$ cat src/rtl/debounce_filter_if.sv
// Button-side signal bundle for debounce_filter: raw input and sample strobe in,
// debounced level, event pulses, press counter and FSM state out.
interface debounce_filter_if;
    logic       sample_en;
    logic       nbtn;
    logic       btn_level;
    logic       btn_press;
    logic       btn_release;
    logic       btn_hold;
    logic [7:0] press_cnt;
    logic [1:0] fsm_state;

    modport master (
        output sample_en, nbtn,
        input  btn_level, btn_press, btn_release, btn_hold, press_cnt, fsm_state
    );

    modport slave (
        input  sample_en, nbtn,
        output btn_level, btn_press, btn_release, btn_hold, press_cnt, fsm_state
    );
endinterface

$ cat src/rtl/debounce_filter.sv
// Push-button debouncer: synchronizes the raw active-low button, accepts level
// changes after DEBOUNCE_N stable strobes, and reports press/release/long-press.
module debounce_filter #(
    parameter int                SYNC_STAGES = 2,
    parameter int                CNT_W       = 16,
    parameter logic [CNT_W-1:0]  DEBOUNCE_N  = 16'd20,
    parameter logic [CNT_W-1:0]  HOLD_N      = 16'd1000
) (
    input  logic                 clk,
    input  logic                 nRST,
    debounce_filter_if.slave     bus
);

    typedef enum logic [1:0] {
        RELEASED     = 2'd0,
        PEND_PRESS   = 2'd1,
        PRESSED      = 2'd2,
        PEND_RELEASE = 2'd3
    } state_t;

    localparam logic [CNT_W-1:0] DEB_LAST  = DEBOUNCE_N - 1'b1;
    localparam logic [CNT_W-1:0] HOLD_LAST = HOLD_N - 1'b1;

    logic [SYNC_STAGES-1:0] sync_q;
    logic                   pressed_s;

    state_t           state, state_nxt;
    logic [CNT_W-1:0] cnt, cnt_nxt;
    logic [CNT_W-1:0] hold_cnt, hold_nxt;
    logic [7:0]       press_cnt_q, press_cnt_nxt;
    logic             press_nxt, release_nxt, hold_p_nxt;
    logic             level_q, press_q, release_q, hold_q;

    // pressed_s is the inverted synchronizer output, re-timed once more so the
    // FSM always sees a full-cycle clean level.
    always_ff @(posedge clk) begin
        if (!nRST) begin
            sync_q    <= '1;
            pressed_s <= 1'b0;
        end else begin
            sync_q    <= {sync_q[SYNC_STAGES-2:0], bus.nbtn};
            pressed_s <= ~sync_q[SYNC_STAGES-1];
        end
    end

    always_ff @(posedge clk) begin
        if (!nRST) begin
            state       <= RELEASED;
            cnt         <= '0;
            hold_cnt    <= '0;
            press_cnt_q <= '0;
            level_q     <= 1'b0;
            press_q     <= 1'b0;
            release_q   <= 1'b0;
            hold_q      <= 1'b0;
        end else begin
            state       <= state_nxt;
            cnt         <= cnt_nxt;
            hold_cnt    <= hold_nxt;
            press_cnt_q <= press_cnt_nxt;
            level_q     <= (state_nxt == PRESSED) || (state_nxt == PEND_RELEASE);
            press_q     <= press_nxt;
            release_q   <= release_nxt;
            hold_q      <= hold_p_nxt;
        end
    end

    always_comb begin
        state_nxt     = state;
        cnt_nxt       = cnt;
        hold_nxt      = hold_cnt;
        press_cnt_nxt = press_cnt_q;
        press_nxt     = 1'b0;
        release_nxt   = 1'b0;
        hold_p_nxt    = 1'b0;
        case (state)
            RELEASED: begin
                if (pressed_s) begin
                    state_nxt = PEND_PRESS;
                    cnt_nxt   = '0;
                end
            end
            PEND_PRESS: begin
                // A reverting input beats a coincident final strobe.
                if (!pressed_s) begin
                    state_nxt = RELEASED;
                    cnt_nxt   = '0;
                end else if (bus.sample_en) begin
                    if (cnt == DEB_LAST) begin
                        state_nxt     = PRESSED;
                        cnt_nxt       = '0;
                        hold_nxt      = '0;
                        press_nxt     = 1'b1;
                        press_cnt_nxt = press_cnt_q + 8'd1;
                    end else begin
                        cnt_nxt = cnt + 1'b1;
                    end
                end
            end
            PRESSED: begin
                if (!pressed_s) begin
                    state_nxt = PEND_RELEASE;
                    cnt_nxt   = '0;
                end else if (bus.sample_en && (hold_cnt != HOLD_N)) begin
                    hold_nxt   = hold_cnt + 1'b1;
                    hold_p_nxt = (hold_cnt == HOLD_LAST);
                end
            end
            PEND_RELEASE: begin
                // Returning to PRESSED keeps hold_cnt, so a saturated count
                // cannot fire btn_hold a second time within one press.
                if (pressed_s) begin
                    state_nxt = PRESSED;
                    cnt_nxt   = '0;
                end else if (bus.sample_en) begin
                    if (cnt == DEB_LAST) begin
                        state_nxt   = RELEASED;
                        cnt_nxt     = '0;
                        release_nxt = 1'b1;
                    end else begin
                        cnt_nxt = cnt + 1'b1;
                    end
                end
            end
            default: begin
                state_nxt = RELEASED;
                cnt_nxt   = '0;
            end
        endcase
    end

    assign bus.btn_level   = level_q;
    assign bus.btn_press   = press_q;
    assign bus.btn_release = release_q;
    assign bus.btn_hold    = hold_q;
    assign bus.press_cnt   = press_cnt_q;
    assign bus.fsm_state   = state;

endmodule

$ cat src/flat_wrapper.sv
// flat-port wrapper written by rule: the top's interface ports become plain ports
module debounce_filter_flat 
#(
    parameter int                SYNC_STAGES = 2,
    parameter int                CNT_W       = 16,
    parameter logic [CNT_W-1:0]  DEBOUNCE_N  = 16'd20,
    parameter logic [CNT_W-1:0]  HOLD_N      = 16'd1000
)
  (clk, nRST, bus_sample_en, bus_nbtn, bus_btn_level, bus_btn_press, bus_btn_release, bus_btn_hold, bus_press_cnt, bus_fsm_state);
  debounce_filter_if bus_i ();
  input  logic clk;
  input  logic nRST;
  input wire logic [$bits(bus_i.sample_en)-1:0] bus_sample_en;
  input wire logic [$bits(bus_i.nbtn)-1:0] bus_nbtn;
  output wire logic [$bits(bus_i.btn_level)-1:0] bus_btn_level;
  output wire logic [$bits(bus_i.btn_press)-1:0] bus_btn_press;
  output wire logic [$bits(bus_i.btn_release)-1:0] bus_btn_release;
  output wire logic [$bits(bus_i.btn_hold)-1:0] bus_btn_hold;
  output wire logic [$bits(bus_i.press_cnt)-1:0] bus_press_cnt;
  output wire logic [$bits(bus_i.fsm_state)-1:0] bus_fsm_state;
  assign bus_i.sample_en = bus_sample_en;
  assign bus_i.nbtn = bus_nbtn;
  assign bus_btn_level = bus_i.btn_level;
  assign bus_btn_press = bus_i.btn_press;
  assign bus_btn_release = bus_i.btn_release;
  assign bus_btn_hold = bus_i.btn_hold;
  assign bus_press_cnt = bus_i.press_cnt;
  assign bus_fsm_state = bus_i.fsm_state;
  debounce_filter #(.SYNC_STAGES(SYNC_STAGES), .CNT_W(CNT_W), .DEBOUNCE_N(DEBOUNCE_N), .HOLD_N(HOLD_N)) u_core (.clk(clk), .nRST(nRST), .bus(bus_i));
endmodule
$ cat config.mk
export PLATFORM = sky130hd
export DESIGN_NAME = debounce_filter_flat
export DESIGN_NICKNAME = d
export VERILOG_FILES = /design/src/rtl/debounce_filter_if.sv /design/src/rtl/debounce_filter.sv /design/src/flat_wrapper.sv
export SDC_FILE = /design/constraint.sdc
export NUM_CORES = 1
export LEC_CHECK = 0
export ABC_AREA = 1
export BUFFER_PORTS_ARGS = -buffer_cell sky130_fd_sc_hd__buf_4
export CAP_MARGIN = 20
export CORE_MARGIN = 2
export CORE_UTILIZATION = 52
export DETAILED_ROUTE_END_ITERATION = 10
export PLACE_DENSITY_LB_ADDON = 0.12
export SYNTH_ARGS = -nofsm -noshare
export SYNTH_HDL_FRONTEND = slang
export SYNTH_SLANG_ARGS = --single-unit
$ cat constraint.sdc
create_clock -name clk -period 2.15 [get_ports clk]
set_input_delay 0.1075 -clock clk [delete_from_list [all_inputs] [get_ports clk]]
set_output_delay 0.1075 -clock clk [all_outputs]
set_load 0.02 [all_outputs]
* Yosys cells after proc, flatten, opt, wreduce, memory -nomap -nowiden *
Cells that the tools add are included.

word-level totals
  bits in registers = 49
  output and inout bits = 14

cells by class
  $add $sub $neg = 3
  equality and inequality tests = 15
  mux-type cells = 24
  bitwise logic cells = 3
  reduce and logical (&&, ||, !) cells = 10

operator list
  kind                   number
  $mux 16                11
  $pmux 16 s4            1
  $add 16x1->16 const B  2
  $pmux 16 s2            1
  $eq 16x10->1 const B   1
  $eq 16x5->1 const B    1
  $mux 2                 8
  $ne 16x10->1 const B   1
  $ne 2x1->1 const B     5
  $add 8x1->8 const B    1
  $eq 2x2->1 const B     4
  $pmux 2 s4             1
  $reduce_and 4->1       2
  $reduce_and 6->1       1
  $ne 2x2->1 const B     2
  $not 1->1              3
  $reduce_and 3->1       1
  $reduce_or 3->1        1
  $eq 2x1->1 const B     1
  $logic_not 2->1        1
  $mux 1                 2
  $reduce_and 2->1       1
  $reduce_bool 2->1      1
  $logic_and 1x1->1      1
  $logic_or 1x1->1       1

* Longest topological paths before layout *
Gate-level depths: netlist (run 1).

  depth after elaboration = 7
  mapped depth = 11
  depth with buffers taken out = 11

* Least setup slack after synthesis (run 1) *
Ideal clock, no wire load.

  kind = flip-flop to flip-flop
  from = register u_core.cnt[0]
  to = register u_core.cnt[10]
  setup time = 0.117 ns
  arrival time = 1.398 ns
  path slack = 0.635 ns
  stages on the path, launching flop included = 9
  buffers on the path = 0
  path through = dfxtp_1 ha_1 nand3_1 nor2_4 nand3_1 nor2_2 nor2_2 inv_2 nor2_1

on the way
  word-level cells in the longest chain between the ends = 5
  elaborated cells on any way between the ends = 7

RTL lines
  what                                                 line                                           text
  from (decl)                                          debounce_filter.sv:28                          logic [CNT_W-1:0] cnt, cnt_nxt;
  from (signal assigned)                               debounce_filter.sv:58                          cnt <= cnt_nxt;
  $add 16x1->16 / $eq 16x5->1 (equally long branches)  n/a
  $mux 16 *                                            debounce_filter.sv:89, debounce_filter.sv:116
  $mux 16 *                                            debounce_filter.sv:88                          end else if (bus.sample_en) begin
  $mux 16, on equally long branches                    debounce_filter.sv:112, debounce_filter.sv:85
  $pmux 16 s4 *                                        debounce_filter.sv:76                          case (state)

Mark *: on every way between the ends. The rest lies on a longest branch, timed or not.
A chain may end at the register's enable or synchronous reset.

* Final worst setup path (run 1) *
  from = register u_core.cnt[0]
  to = register u_core.hold_cnt[5]

on the way
  word-level cells in the longest chain between the ends = 3

RTL lines
  what                               line                   text
  $eq 16x5->1                        debounce_filter.sv:89  if (cnt == DEB_LAST) begin
  $ne 2x1->1 (no source line)        n/a
  $reduce_and 6->1 (no source line)  n/a
  to (signal assigned)               debounce_filter.sv:59  hold_cnt <= hold_nxt;
  to (decl)                          debounce_filter.sv:29  logic [CNT_W-1:0] hold_cnt, hold_nxt;

Every way passes these cells.

==> flow_metrics.env, run 1 <==
export IMPL_outcome="complete, no violations"
export IMPL_p_total_mw=1.50
export IMPL_worstPathArrival_ps=1960
export IMPL_seq_power_share_pct=60.8
export IMPL_hold_path_depth=3
export IMPL_area_delta_synth_final_pct=9.07
export IMPL_drtIter0Drc=146
export IMPL_timing_rr_start="u_core.cnt[0]"
export IMPL_maxCapViolCount=0
export IMPL_yosysUniqueCellTypes=34
export IMPL_hold_start="nRST"
export IMPL_p_sw_uw=320
export IMPL_max_stage_delay_ps=390
export IMPL_diodes=0
export IMPL_fp_dieH_um=77.2
export IMPL_die_w_um=77.2
export IMPL_core_um2=5140
export IMPL_avgSynthCellArea_um2=6.55
export IMPL_nFillCells=530
export IMPL_combPwrFrac_pct=3.2
export IMPL_grt_pass1_wl_um=10200
export IMPL_syn_area_um2=2790
export IMPL_cts_tree="yes"
export IMPL_rrSetupSlack_ps=390
export IMPL_clkLatencyLatePin_ps=300
export IMPL_initial_core_util_pct=54.2
export IMPL_crit_family="simple AND/OR/NAND/NOR gates"
export IMPL_switching_share_pct=21.4
export IMPL_synth_async_sr_flop_share_pct=0
export IMPL_fin_skew_ps=4.13
export IMPL_grt_usage_pct=20.7
export IMPL_ios=18
export IMPL_whs_endpoint="u_core.bus.press_cnt[6]"
export IMPL_setup_ws_ps=385
export IMPL_cp_start_kind="flop"
export IMPL_clock_root_buffer="clkbuf_8"
export IMPL_grt_max_degree=22
export IMPL_p_clk_share_pct=36.0
export IMPL_power_leakage_nw=1.20
export IMPL_finalSetupTns_ps=0
export IMPL_power_internal_mw=1.18
export IMPL_die_area_um2=5960
export IMPL_endpoint_kind="flop"
export IMPL_ys_seq_area_share_pct=35.2
export IMPL_postCtsSetupBuffers=0
export IMPL_slew_headroom_pct=57.1
export IMPL_fin_util_pct=59.1
export IMPL_crit_path_frequent_cell="nor2_1"
export IMPL_routabilityCongestion=0.862
export IMPL_synth_top_area_share_pct=35.2
export IMPL_synth_net_count=433
export IMPL_via_count=2609
export IMPL_clock_sinks=49
export IMPL_synth_top_cell_by_area="dfxtp_1"
export IMPL_postPlaceCellArea_um2=2940
export IMPL_cts_hold_buf=1
export IMPL_place_inst=504
export IMPL_regArea_um2=981
export IMPL_synth_seq_cells=49
export IMPL_drt_total_wl_um=5760
export IMPL_viasPerCell=5.10
export IMPL_drive_above_1_share_pct=12.0
export IMPL_drtAntennaViolNets=0
export IMPL_stdcell_count=512
export IMPL_slowest_stage="dfxtp_1"
export IMPL_fin_area_um2=3040
export IMPL_grt_setup_unrepaired="no"
export IMPL_ys_warn_count=0
export IMPL_hold_path_class="primary input to flop"
export IMPL_layout_min_cycle_time_ps=1760
export IMPL_drcViolationCount=0
export IMPL_required_ps=2350
export IMPL_multi_input_area_um2=1540
export IMPL_synth_edf_count=0
export IMPL_final_setup_viol_count=0
export IMPL_fin_nets=450
export IMPL_r2r_end="u_core.hold_cnt[5]"
export IMPL_h_tree_depth=2
export IMPL_dpl_hpwl_um=4410
export IMPL_clk_path_buf_depth=2
export IMPL_crit_fanout=16
export IMPL_tightest_slew_ps=643
export IMPL_grt_pass1_vias=2258
export IMPL_post_drt_wl_per_cell_um=11.2
export IMPL_rows=26
export IMPL_holdWs_ps=106
export IMPL_ys_flop_type="dfxtp_1"
export IMPL_timing_fmax_ghz=0.567
export IMPL_path_clk_slew_ps=80
export IMPL_path_class="flop to flop"
export IMPL_place_ws_ps=381
export IMPL_period_share_pct=82.1
export IMPL_syn_inst=425
export IMPL_post_cts_resized=0
export IMPL_hold_violations=0
export IMPL_grt_overflow_total=0
export IMPL_power_density_nw_per_um2=493
export IMPL_reg2reg_depth=8
export IMPL_critical_path_buf_inv_count=0
export IMPL_finalMaxSlewViolations=0
export IMPL_synthTopCellsByArea="dfxtp_1 35%, nand2_1 14%, nor2_1 11%, inv_1 6.9%, nand3_1 5.6%"
export IMPL_first_pass_iters=5
export IMPL_antenna_found_initial=0
export IMPL_peakVddDrop_mv=0.351
export IMPL_io_buffers=17
export IMPL_cts_buffers=5
export IMPL_path_cells="ha_1, nand3_1, nor2_4, nand3_4, nand2_4, nand2_1, nor2_1, nor2_1"
## worst min-delay path, delay by kind of cell
| kind | cells | cell delay (ps) |
|---|---|---|
| buf+inv | 1 | 160 |
| simple gates | 2 | 100 |
## flip-flops by register name, indices dropped and copies added, names as in the netlist
signal / cells
u_core.bus.press_cnt: 8
u_core.pressed_s: 1
u_core.bus.btn_hold: 1
u_core.bus.btn_release: 1
u_core.bus.fsm_state: 2
u_core.sync_q: 2
u_core.bus.btn_level: 1
u_core.bus.btn_press: 1
u_core.cnt: 16
u_core.hold_cnt: 16
## Yosys cell counts, types with 3 or more instances
cell / instances
nor3_2: 4
a21oi_1: 18
nor2_1: 82
nand2_1: 103
nor3_1: 6
nor2_4: 3
nand4_1: 14
inv_2: 4
o21ai_0: 14
ha_1: 4
xor2_1: 7
buf_6: 3
dfxtp_1: 49
nand3_1: 31
inv_1: 51
nand2_2: 3
nor2_2: 4
a21oi_2: 3
## metal layers
metal | share of wire, % | global-route usage, % | routed length (um) | up-vias
li1 | - | - | - | 1375
met1 | 53 | 31.7 | 3080 | 1162
met2 | 40 | 29.7 | 2330 | 65
met3 | 4.9 | 3.06 | 283 | 7
met4 | 1.1 | 6.43 | 63 | 0
met5 | 0 | 0 | 0 | -
## power groups by stage
stage	Clock (mW)	Combinational (mW)	Sequential (mW)
final	0.539	0.0476	0.912
after global routing	0.600	0.0532	0.912
after global placement	0	0.0454	0.933
after floorplan	0	0.0328	0.933
after detailed placement	0	0.0456	0.933
after CTS	0.565	0.0471	0.912
## final cells by class
type                            count  share of cell area (%)
Inverter                           55                    6.80
Multi-Input combinational cell    313                    50.7
Timing Repair Buffer               18                    4.53
Tap cell                           70                    2.88
Clock buffer                        7                    2.84
Sequential cell                    49                    32.3
## worst max-delay path by stage
stage / start / end / slack [ps] / cells after the start
final: u_core.cnt[0] / u_core.hold_cnt[5] / 390 / 8
after floorplan: u_core.cnt[0] / u_core.cnt[10] / 630 / 8
after global routing: u_core.cnt[0] / u_core.hold_cnt[10] / 130 / 9
after CTS: u_core.cnt[0] / u_core.hold_cnt[5] / 370 / 8
after detailed placement: u_core.cnt[0] / u_core.hold_cnt[5] / 380 / 8
after global placement: u_core.cnt[0] / u_core.hold_cnt[13] / 470 / 8
## cell usage in the layout (no fill, tap or decap), types with 2 or more instances in the layout
cell type / n
inv_2: 4
a21oi_2: 3
o21ai_0: 14
nor2_2: 4
a21oi_1: 18
or2_2: 2
nor2_1: 82
nor3_2: 4
nand4_1: 14
o21ai_1: 2
nand2_1: 103
nand3_1: 31
xor2_1: 7
dfxtp_1: 49
inv_1: 51
nand3_2: 2
nand2_2: 3
clkbuf_8: 6
nand2_4: 2
ha_1: 4
nor2_4: 3
nor3_1: 6
buf_4: 17
## kinds of logic after synthesis
family	Yosys count	synth area share (%)
AND/OR/NAND/NOR	261	43.2
buffers and inverters	63	9.52
flip-flops	49	35.2
AO/OA/AOI/OAI	40	7.77
XOR/XNOR	8	2.52
adder cells (fa/ha/maj)	4	1.80
Power figures use the tool's default switching activity.
==> inputs of run 2 (changes only) <==
==> constraint.sdc (replaced) <==
create_clock -name clk -period 1.5 [get_ports clk]
set_input_delay 0.075 -clock clk [delete_from_list [all_inputs] [get_ports clk]]
set_output_delay 0.075 -clock clk [all_outputs]
set_load 0.02 [all_outputs]
==> run 2 against run 1 <==
  * Clock power is 47% higher
  * Global-route usage rose by 4.0 points
  * Non-clock buffer count up 39
  * Critical endpoint is now u_core.bus.press_cnt[0]
  * Clock skew decreased by 0.56 ps
  * Routed wire length is 24% higher
  * First-iteration DRC count increased by 36%
  * Register-to-register slack got worse by 360 ps
  * Fmax grew 19%
  * Final cell count is 8.2% higher
  * Critical path depth unchanged
==> flow_metrics.env, run 2 (same netlist as run 1, synthesis figures left out) <==
export IMPL_tightest_slew_ps=686
export IMPL_die_area_um2=5960
export IMPL_p_sw_uw=535
export IMPL_grt_overflow_total=0
export IMPL_final_cell_mix="96 x nand2_1, 67 x nor2_1, 51 x buf_4"
export IMPL_grt_setup_unrepaired="yes"
export IMPL_initial_core_util_pct=54.2
export IMPL_peakVddDrop_mv=0.353
export IMPL_grt_pass1_wl_um=12100
export IMPL_crit_fanout=5
export IMPL_seq_power_share_pct=59.7
export IMPL_rows=26
export IMPL_io_buffers=17
export IMPL_clock_sinks=49
export IMPL_fin_nets=491
export IMPL_finalMaxSlewViolations=0
export IMPL_hold_violations=0
export IMPL_first_pass_iters=4
export IMPL_regArea_um2=1000
export IMPL_h_tree_depth=2
export IMPL_combPwrFrac_pct=4.0
export IMPL_critical_path_buf_inv_count=2
export IMPL_post_drt_wl_per_cell_um=12.9
export IMPL_path_class="flop to flop"
export IMPL_dpl_hpwl_um=4910
export IMPL_grt_usage_pct=24.8
export IMPL_multi_input_area_um2=1830
export IMPL_cts_buffers=5
export IMPL_finalSetupTns_ps=0
export IMPL_fin_util_pct=71.3
export IMPL_ios=18
export IMPL_slew_headroom_pct=54.2
export IMPL_timing_fmax_ghz=0.677
export IMPL_path_cells="ha_4, nand3_2, nor2_4, buf_4, nand3_4, buf_6, xor2_1, nor2_1"
export IMPL_outcome="complete, no violations"
export IMPL_diodes=0
export IMPL_drtAntennaViolNets=0
export IMPL_fin_skew_ps=3.57
export IMPL_drive_above_1_share_pct=31.2
export IMPL_maxCapViolCount=0
export IMPL_core_um2=5140
export IMPL_antenna_found_initial=0
export IMPL_crit_family="flip-flops"
export IMPL_cp_start_kind="flop"
export IMPL_cts_tree="yes"
export IMPL_p_clk_share_pct=36.3
export IMPL_die_w_um=77.2
export IMPL_p_total_mw=2.19
export IMPL_layout_min_cycle_time_ps=1480
export IMPL_place_inst=535
export IMPL_via_count=2895
export IMPL_power_density_nw_per_um2=596
export IMPL_grt_max_degree=22
export IMPL_clkLatencyLatePin_ps=310
export IMPL_period_share_pct=98.5
export IMPL_clock_root_buffer="clkbuf_8"
export IMPL_drtIter0Drc=199
export IMPL_hold_path_class="primary input to flop"
export IMPL_final_setup_viol_count=0
export IMPL_path_clk_slew_ps=90
export IMPL_power_internal_mw=1.65
export IMPL_worstPathArrival_ps=1650
export IMPL_drcViolationCount=0
export IMPL_nFillCells=439
export IMPL_holdWs_ps=72.0
export IMPL_power_leakage_nw=1.47
export IMPL_switching_share_pct=24.5
export IMPL_final_common_cell="nand2_1"
export IMPL_clk_path_buf_depth=2
export IMPL_max_stage_delay_ps=370
export IMPL_routabilityCongestion=0.886
export IMPL_endpoint_kind="flop"
export IMPL_required_ps=1680
export IMPL_area_delta_synth_final_pct=31.6
export IMPL_grt_pass1_vias=2697
export IMPL_viasPerCell=5.23
export IMPL_fp_dieH_um=77.2
export IMPL_drt_total_wl_um=7150
export IMPL_slowest_stage="dfxtp_2"
export IMPL_stdcell_count=554
==> run 2: final cells by class <==
cell class,instances,share of cell area (%)
repair buffers,57,12.3
inverters,55,5.90
multi-input cells,315,49.8
well taps,70,2.39
clock inverters,3,0.478
clock buffers,5,1.88
flip-flops and latches,49,27.3
==> run 2: per-layer routing <==
| layer | vias up | wire length [um] | GRT usage (%) |
|---|---|---|---|
| met3 | 9 | 316 | 3.29 |
| li1 | 1481 | - | - |
| met5 | - | 0 | 0 |
| met2 | 77 | 3310 | 40.4 |
| met1 | 1328 | 3430 | 34.3 |
| met4 | 0 | 94 | 6.79 |
==> run 2: metrics by stage <==
step	setup slack (ps)	area, um2
6_report	23.0	3670
2_1_floorplan	0.711	2790
3_3_place_gp	22.6	3180
4_1_cts	-5.44	3420
5_1_grt	-57.0	3670
3_5_place_dp	-97.6	3180
==> run 2: path summary, 6_finish.rpt <==
kind              slack [ps]              from  depth (start not counted)                       to
setup reg to reg          20     u_core.cnt[1]                          8  u_core.bus.press_cnt[0]
hold / removal            70              nRST                          3  u_core.bus.press_cnt[3]
setup / recovery          20     u_core.cnt[1]                          8  u_core.bus.press_cnt[0]
hold reg to reg          380  u_core.sync_q[1]                          1         u_core.pressed_s
==> run 2: timing repair <==
action	4_1_cts	5_1_grt
resized for setup	23	69
pin swaps	6	21
endpoints found under the setup margin	21	40
gates cloned	3	0
setup buffers	3	4
hold buffers	1	0
endpoints found under the hold margin	1	0
==> run 2: power groups by stage <==
stage | Combinational, mW | Clock [mW] | Sequential (mW)
2_1_floorplan | 0.0471 | 0 | 1.34
3_3_place_gp | 0.0701 | 0 | 1.34
3_5_place_dp | 0.0713 | 0 | 1.34
4_1_cts | 0.0775 | 0.803 | 1.31
5_1_grt | 0.0957 | 0.849 | 1.30
6_report | 0.0874 | 0.794 | 1.30
==> run 2: tightest hold or removal path, delay by kind of cell <==
family / cells / cell delay [ps]
AND/OR/NAND/NOR: 2 / 110
buffers and inverters: 1 / 160
==> inputs of run 3 (changes only) <==
--- a/config.mk
+++ b/config.mk
@@ -5,7 +5,7 @@
 export SDC_FILE = /design/constraint.sdc
 export NUM_CORES = 1
 export LEC_CHECK = 0
-export ABC_AREA = 1
+export ABC_AREA = 0
 export BUFFER_PORTS_ARGS = -buffer_cell sky130_fd_sc_hd__buf_4
 export CAP_MARGIN = 20
 export CORE_MARGIN = 2
==> run 3 against run 2 <==
  * Critical endpoint is now u_core.bus.press_cnt[5]
  * The run now ends with negative setup slack left
  * Register-to-register slack lost 70 ps
  * Critical path type unchanged
  * Final cell count shrank 35%
  * Synthesized cell count shrank 40%
  * Non-clock buffer count shrank 4
==> flow_metrics.env, run 3 <==
export IMPL_drcViolationCount=0
export IMPL_fin_nets=317
export IMPL_synth_most_common_cell="dfxtp_1"
export IMPL_cts_tree="yes"
export IMPL_routabilityCongestion=0.781
export IMPL_dpl_hpwl_um=3330
export IMPL_stdcell_count=361
export IMPL_drtIter0Drc=71
export IMPL_place_ws_ps=-74.7
export IMPL_outcome="complete, but fails checks"
export IMPL_worstPathArrival_ps=1750
export IMPL_yosysUniqueCellTypes=45
export IMPL_clock_sinks=49
export IMPL_ys_flop_type="dfxtp_1"
export IMPL_final_common_cell="buf_4"
export IMPL_drive_above_1_share_pct=32.7
export IMPL_grt_usage_pct=19.7
export IMPL_slowest_stage="nor4_4"
export IMPL_die_area_um2=5050
export IMPL_max_stage_delay_ps=390
export IMPL_synth_seq_cells=49
export IMPL_syn_inst=256
export IMPL_clkLatencyLatePin_ps=300
export IMPL_setup_ws_ps=-51.7
export IMPL_cp_start_kind="flop"
export IMPL_h_tree_depth=2
export IMPL_hold_path_class="primary input to flop"
export IMPL_power_density_nw_per_um2=708
export IMPL_synth_async_sr_flop_share_pct=0
export IMPL_viasPerCell=5.29
export IMPL_synth_net_count=264
export IMPL_area_delta_synth_final_pct=29.8
export IMPL_via_count=1908
export IMPL_hold_violations=0
export IMPL_core_um2=4350
export IMPL_peakVddDrop_mv=0.569
export IMPL_final_setup_viol_count=38
export IMPL_io_buffers=17
export IMPL_path_clk_slew_ps=80
export IMPL_avgSynthCellArea_um2=9.14
export IMPL_cts_buffers=5
export IMPL_final_cell_mix="49 x buf_4, 36 x nor2_1, 35 x dfxtp_1"
export IMPL_ys_seq_area_share_pct=41.9
export IMPL_finalSetupTns_ps=-705
export IMPL_grt_pass1_wl_um=7820
export IMPL_path_cells="nor4_4, and4_4, nand3_4, xnor2_1, and2_1"
export IMPL_synth_top_cell_by_area="dfxtp_1"
export IMPL_power_leakage_nw=1.22
export IMPL_clock_root_buffer="clkbuf_8"
export IMPL_maxCapViolCount=0
export IMPL_fin_util_pct=69.8
export IMPL_layout_min_cycle_time_ps=1550
export IMPL_rows=24
export IMPL_tightest_slew_ps=380
export IMPL_slew_headroom_pct=74.4
export IMPL_drt_total_wl_um=4720
export IMPL_fin_skew_ps=4.19
export IMPL_first_pass_iters=4
export IMPL_period_share_pct=103
export IMPL_synthTopCellsByArea="dfxtp_1 42%, xor2_1 6.7%, nor2_1 6.4%, xnor2_1 4.5%, nand2_1 4.0%"
export IMPL_finalMaxSlewViolations=0
export IMPL_grt_max_degree=18
export IMPL_syn_area_um2=2340
export IMPL_ys_warn_count=0
export IMPL_grt_pass1_vias=1766
export IMPL_synth_edf_count=0
export IMPL_drtAntennaViolNets=0
export IMPL_diodes=0
export IMPL_synth_common_cells="49 x dfxtp_1, 40 x nor2_1, 25 x nand2_1"
export IMPL_clk_path_buf_depth=2
export IMPL_grt_setup_unrepaired="yes"
export IMPL_crit_fanout=3
export IMPL_initial_core_util_pct=53.8
export IMPL_synth_top_area_share_pct=41.9
export IMPL_fp_dieH_um=71.1
export IMPL_path_class="flop to flop"
export IMPL_timing_fmax_ghz=0.644
export IMPL_grt_overflow_total=0
export IMPL_failed_checks="negative setup slack"
export IMPL_reg2reg_depth=5
export IMPL_p_total_mw=2.15
export IMPL_antenna_found_initial=0
export IMPL_die_w_um=71.1
export IMPL_ios=18
export IMPL_post_drt_wl_per_cell_um=13.1
export IMPL_endpoint_kind="flop"
export IMPL_place_inst=350
export IMPL_required_ps=1700
export IMPL_hold_path_depth=2
-- run 3: cell count changes after synthesis, moves of 11 or more --
cell     before  now
a21oi_1      18    1
inv_1        51    4
nand2_1     103   25
nand3_1      31   14
nor2_1       82   40
o21ai_0      14    3
xnor2_1       1   12
xor2_1        7   18
-- run 3: routing by layer --
| layer | track usage [%] | wire, um | up-vias |
|---|---|---|---|
| li1 | - | - | 984 |
| met1 | 23.4 | 2140 | 890 |
| met2 | 33.5 | 2350 | 23 |
| met3 | 5.56 | 131 | 11 |
| met4 | 7.76 | 97 | 0 |
| met5 | 0 | 0 | - |
-- run 3: final cells by class --
type | count | area, um2
clock buffer | 7 | 86.3
fill | 336 | 1320
inverter | 4 | 15.0
multi-input combinational | 196 | 1440
sequential | 49 | 1010
tap | 52 | 65.1
timing repair buffer | 53 | 420
-- run 3: path summary, 6_finish.rpt --
kind                                       start                      end  slack, ps
worst max register to register     u_core.cnt[9]  u_core.bus.press_cnt[5]        -50
worst min register to register  u_core.sync_q[1]         u_core.pressed_s        380
worst max-delay path               u_core.cnt[9]  u_core.bus.press_cnt[5]        -50
worst min-delay path                        nRST         u_core.sync_q[1]         20
-- run 3: critical path: cells and delay by family, from the launching register on --
family,cells,cell delay [ps]
xor gates and xnor gates,1,120
DFF,1,360
and+or+nand+nor,4,970
-- run 3: cells by family (layout without fill, tap and decap cells) --
family / count (synthesis) / count (layout) / synth area share, %
simple gates: 139 / 139 / 34.5
flops: 49 / 49 / 41.9
xor+xnor: 31 / 31 / 11.9
compound gates: 17 / 17 / 5.29
buf+inv: 11 / 64 / 2.08
mux: 5 / 5 / 2.19
fa+ha+maj: 4 / 4 / 2.14
-- run 3: through the flow --
| stage | instance area, um2 | hold WS, ps |
|---|---|---|
| 6_report | 3040 | 19.8 |
| 5_1_grt | 3040 | 26.8 |
| 4_1_cts | 2940 | 14.0 |
| 3_5_place_dp | 2800 | 265 |
| 3_3_place_gp | 2800 | 261 |
| 2_1_floorplan | 2400 | 176 |
-- run 3: power breakdown --
group / switching (mW) / internal (mW)
Combinational: 0.0406 / 0.0341
Sequential: 0.00295 / 1.30
Clock: 0.411 / 0.366
-- run 3: what timing repair did --
action / in CTS / in global routing
buffers inserted: 1 / 3
hold endpoints to repair: 1 / 0
pin swaps: 22 / 12
gates resized for setup: 19 / 23
gates cloned: 0 / 0
endpoints found under the setup margin: 41 / 43
hold buffers: 1 / 0
